**config.mk**
```make
export PLATFORM = sky130hd
export DESIGN_NAME = qpu_issue_ctrl
export DESIGN_NICKNAME = d
export VERILOG_FILES = /design/src/rtl/qpu_pkg.sv /design/src/rtl/qpu_watchdog.sv /design/src/rtl/qpu_issue_ctrl.sv
export SDC_FILE = /design/constraint.sdc
export NUM_CORES = 1
export LEC_CHECK = 0
export BUFFER_PORTS_ARGS = -buffer_cell sky130_fd_sc_hd__buf_2
export CORE_ASPECT_RATIO = 1.75
export CORE_UTILIZATION = 47
export DETAILED_ROUTE_END_ITERATION = 8
export PLACE_DENSITY = 0.86
export SYNTH_ARGS = -nofsm -noshare
export SYNTH_HDL_FRONTEND = slang
export SYNTH_HIERARCHICAL = 1
export SYNTH_SLANG_ARGS = --single-unit
```
**constraint.sdc**
```tcl
create_clock -name clk -period 2.4 [get_ports clk]
set_clock_uncertainty 0.05 [all_clocks]
set_input_delay 0.36 -clock clk [delete_from_list [all_inputs] [get_ports clk]]
set_output_delay 0.36 -clock clk [all_outputs]
set_load 0.01 [all_outputs]
```
**src/rtl/qpu_pkg.sv**
```systemverilog
// Shared types and instruction-field constants for the QPU issue controller.
package qpu_pkg;

  typedef enum logic [1:0] {IDLE, ISSUE, WAIT, WB} state_t;

  localparam logic [5:0] OPC_COP2 = 6'b010010;
  localparam int MEAS_BIT = 25;
  localparam int RD_MSB   = 15;
  localparam int RD_LSB   = 11;

endpackage

```
**src/rtl/qpu_watchdog.sv**
```systemverilog
// Clear/enable cycle counter; expired flags the last allowed WAIT cycle.
module qpu_watchdog #(
  parameter int TIMEOUT = 1024
) (
  input  logic clk,
  input  logic rst_n,
  input  logic i_clr,
  input  logic i_en,
  output logic o_expired
);

  localparam int CW = (TIMEOUT > 2) ? $clog2(TIMEOUT) : 1;
  localparam logic [CW-1:0] LAST = CW'(TIMEOUT - 1);

  logic [CW-1:0] r_cnt;

  always_ff @(posedge clk) begin
    if (!rst_n)     r_cnt <= '0;
    else if (i_clr) r_cnt <= '0;
    else if (i_en)  r_cnt <= r_cnt + 1'b1;
  end

  assign o_expired = i_en && (r_cnt == LAST);

endmodule

```
**src/rtl/qpu_issue_ctrl.sv**
```systemverilog
// Sequences one COP2 instruction into the QPU: stall core, issue over valid/ready,
// wait for done under a watchdog, optionally write the measurement back to the regfile.
module qpu_issue_ctrl
  import qpu_pkg::*;
#(
  parameter int INSTR_W = 32,
  parameter int RES_W   = 32,
  parameter int TIMEOUT = 1024
) (
  input  logic               clk,
  input  logic               rst_n,
  input  logic               quantum_en,
  input  logic [INSTR_W-1:0] instr,
  output logic               cpu_stall,
  output logic               busy,
  output logic               qpu_cmd_valid,
  output logic [INSTR_W-1:0] qpu_cmd,
  input  logic               qpu_cmd_ready,
  input  logic               qpu_done,
  input  logic               qpu_err,
  input  logic [RES_W-1:0]   qpu_result,
  output logic               rf_we,
  output logic [4:0]         rf_waddr,
  output logic [RES_W-1:0]   rf_wdata,
  output logic               timeout_err,
  output logic               qpu_fault
);

  state_t             r_state, w_next;
  logic [INSTR_W-1:0] r_instr;
  logic [4:0]         r_waddr;
  logic [RES_W-1:0]   r_wdata;
  logic               w_accept, w_done, w_wr, w_expired;

  assign w_accept = (r_state == ISSUE) && qpu_cmd_ready;
  assign w_done   = (r_state == WAIT) && qpu_done;
  // r0 is hardwired, so a MEAS targeting rd=0 has nothing to write
  assign w_wr     = r_instr[MEAS_BIT] && (r_instr[RD_MSB:RD_LSB] != 5'd0);

  qpu_watchdog #(.TIMEOUT(TIMEOUT)) u_wdog (
    .clk       (clk),
    .rst_n     (rst_n),
    .i_clr     (w_accept),
    .i_en      (r_state == WAIT),
    .o_expired (w_expired)
  );

  always_ff @(posedge clk) begin
    if (!rst_n) r_state <= IDLE;
    else        r_state <= w_next;
  end

  always_comb begin
    w_next = r_state;
    case (r_state)
      IDLE:  if (quantum_en) w_next = ISSUE;
      ISSUE: if (qpu_cmd_ready) w_next = WAIT;
      WAIT: begin
        if (qpu_done)       w_next = (!qpu_err && w_wr) ? WB : IDLE;
        else if (w_expired) w_next = IDLE;
      end
      WB:      w_next = IDLE;
      default: w_next = IDLE;
    endcase
  end

  always_ff @(posedge clk) begin
    if (!rst_n) begin
      r_instr <= '0;
      r_waddr <= '0;
      r_wdata <= '0;
    end else begin
      if (r_state == IDLE && quantum_en) begin
        r_instr <= instr;
        r_waddr <= instr[RD_MSB:RD_LSB];
      end
      if (w_done && !qpu_err && w_wr) r_wdata <= qpu_result;
    end
  end

  // Stall in IDLE follows quantum_en directly so the core freezes on the decode cycle
  always_comb begin
    cpu_stall     = 1'b1;
    busy          = (r_state != IDLE);
    qpu_cmd_valid = (r_state == ISSUE);
    rf_we         = (r_state == WB);
    timeout_err   = (r_state == WAIT) && w_expired && !qpu_done;
    qpu_fault     = w_done && qpu_err;
    if (r_state == IDLE) cpu_stall = quantum_en && rst_n;
  end

  assign qpu_cmd  = r_instr;
  assign rf_waddr = r_waddr;
  assign rf_wdata = r_wdata;

endmodule

```
==> metrics.md <==
| Metric | Value |
|---|---|
| DRC | `0` |
| Clk_lat worst skew | `between 0.3 and 0.4 ns` |
| CP max stage delay | `between 0.4 and 0.5 ns` |
| F_max | `around 0.44 GHz` |
| Cell chain of the critical path | `nor2b_2 -> nand4_4 -> nor4_4 -> and3b_1 -> buf_2` |
| Slew Viols, Final | `0` |
| Worst Path Required | `1.99 ns` |
| Die area | `0.00710 mm^2` |
| Routed via count | `~2900` |
| # H-tree levels | `3` |
| Commonest non-fill, non-tap cell in the layout | `buf_2` |
| Setup violators final | `0` |
| Leak | `1.99 nW` |
| Reg-to-Reg Start | `r_state[1]$_SDFFE_PN0P_` |
| RSZ-0062 raised after global routing | `false` |
| Worst Hold Launch | `instr[19]` |
| Largest net degree at the start of global routing | `60` |
| Clock root buffer | `clkbuf_16` |
| Worst setup EP type | `primary output` |
| Post-route minimum period | `around 2.3 ns` |
| Period utilisation layout | `between 90 and 100%` |
| Vias in the first global route | `approximately 2800` |
| Synth area leader | `dfxtp_1` |
| Most frequent cells in the layout | `buf_2, nand2_1, dfxtp_1` |
| Hold Crit Class | `input pin to flop` |
| Placed Instance Area | `just under 0.004 mm^2` |
| Detailed-route wire length | `between 7000 and 8000 um` |
| Antenna violations before repair | `0` |
| First-pass GRT wire length | `approximately 12000 um` |
| Synth top area cells | `dfxtp_1, nand2_1, mux2i_1` |
| Reg clk slew, reported paths | `~0.06 ns` |
| Ports | `145` |
| DP HPWL | `~5400 um` |
| Commonest register cell after synthesis | `dfxtp_1` |
| Seq/Total Area, Yosys | `between 40% and 50%` |
| Share of the synthesized area in the top cell type | `about 48%` |
| Netlist cell types | `39` |
| Ant diodes | `0` |
| DRT iter0 DRCs | `between 150 and 200` |
| Hold Vio Cnt, Final | `0` |
| Crit path DAT | `approximately 1.9 ns` |
| Setup CP Type | `flop to primary output` |
| Core area | `about 0.0065 mm^2` |
| Pwr Total | `~3.2 mW` |
| Max transition margin | `a little under three fifths` |
| Fin nets | `~560` |
| CTS sink count | `76` |
| Slew @ Worst Pin | `0.644 ns` |
| Final worst slack | `roughly 0.14 ns` |
| CTS tree | `done` |
| Critical Path Source | `r_state[0]$_SDFFE_PN0P_` |
| Max VDD drop | `0.567 mV` |
| EDFF count, synth | `0` |
| Setup Total Neg Slack | `0 ns` |
| # Max-Cap Violations | `0` |
| ANT nets after route | `0` |
| DR pass1 iterations | `4` |
| Final instance area | `roughly 0.0042 mm^2` |
| Critical Path Slowest Stage Cell | `dfxtp_1` |
| # rows | `39` |
| Total GRT Usage | `22.0%` |
| Synth warn | `6` |
| Gate Count Post-Synth | `360` |
| Total gr overflow | `0` |
| Startpoint types | `flop` |
| DR vias/cell | `5.02` |
| Proportion of layout cells with a drive suffix above 1 | `roughly 36%` |
| Die Wd | `about 64 um` |
| Flops & latches, synth | `76` |
| Port Buffers | `about 140` |
| Total CTS buffers | `9` |
| Syn_nets | `about 430` |
| Critical path's top delay family | `simple AND/OR/NAND/NOR gates` |
| Pwr dens | `~760 mW/mm^2` |
| Dpl ws | `0.261 ns` |
| Async set-reset flop share out of synthesis | `0%` |
| Deepest clock path buffer count | `2` |
| Maximum fanout along the worst path | `11` |
| Outcome | `complete, no violations` |
| Initial Util | `approximately half` |
| Mean Syn Cell Area | `approximately 8.8 um^2` |
| RePlAce Congestion | `~0.84` |
| Post-Synthesis Cell Area | `0.00317 mm^2` |
| Die height | `111 um` |
| Buf/Inv on CP | `1` |
| Area delta synth->final | `33.8%` |
| Wire per inst | `~13 um` |
area by class of cell:
cell class,instances,area [um^2]
Clock buffer,12,256
Clock inverter,4,95.1
Fill cell,570,2290
Inverter,2,7.51
Multi-Input combinational cell,251,1480
Sequential cell,76,1520
Tap cell,82,103
Timing Repair Buffer,150,778
flip-flops by register name (all words and copies together) (netlist names):
name,count
qpu_cmd,32
u_wdog/r_cnt,10
rf_wdata,32
r_state,2
worst register-to-register path, stage by stage (launching register included):
cell      delay (ns)
dfxtp_1         0.32
buf_4           0.18
or3b_2          0.77
nand2_1         0.17
a21boi_0        0.10
timing repair:
item | 4_1_cts | 5_1_grt
resized for setup | 3 | 1
hold buffers | 0 | 0
endpoints found under the setup margin | 1 | 1
buffers inserted | 0 | 0
final timing paths:
kind	cells past startpoint	slack (ns)	to
setup / recovery	5	0.14	timeout_err
hold / removal	3	0.21	qpu_cmd[19]$_SDFFE_PN0P_
setup reg to reg	4	0.70	qpu_cmd[30]$_SDFFE_PN0P_
hold reg to reg	2	0.40	rf_wdata[30]$_SDFFE_PN0P_
cell usage after synthesis, types with 2 or more instances:
cell,count
buf_6,2
mux2i_1,33
clkbuf_1,18
or4_1,2
nor2_1,8
buf_4,7
a21oi_1,7
dfxtp_1,76
nand3_1,2
nand4_1,3
o21ai_0,3
xor2_1,3
inv_1,2
a21boi_0,27
nor2b_1,3
or3_2,2
a21boi_1,5
and2_1,2
buf_8,3
nand2_1,131
o31ai_1,3
power by group:
group | switching (mW) | leakage, nW | internal (mW)
Combinational | 0.185 | 1.20 | 0.144
Sequential | 0.0339 | 0.617 | 1.31
Clock | 0.489 | 0.173 | 1.07
Total | 0.708 | 1.99 | 2.52
metal layers:
layer / up-vias / part of all wire [%] / global-route usage, %
li1: 1433 / - / -
met1: 1337 / 38 / 22.7
met2: 94 / 52 / 37.9
met3: 30 / 5.0 / 5.56
met4: 0 / 4.6 / 14.8
met5: - / 0 / 0
kinds of logic (layout without fill, tap and decap cells):
group / Yosys count / in the layout / synth area share [%]
AO/OA/AOI/OAI: 49 / 49 / 11.3
AND/OR/NAND/NOR: 164 / 164 / 22.5
flip-flops: 76 / 76 / 47.9
adder cells (fa/ha/maj): 1 / 1 / 0.394
multiplexers: 33 / 33 / 10.4
XOR/XNOR: 4 / 4 / 1.10
buffers and inverters: 33 / 168 / 6.31
stage by stage:
stage	instances	hold slack, ns	utilization [%]
finish	577	0.211	64.9
global route	577	0.213	64.9
CTS	577	0.204	64.9
detailed placement	561	0.396	59.1
global placement	561	0.388	59.1
floorplan	360	0.402	-
(Power assumes the default switching activity.)
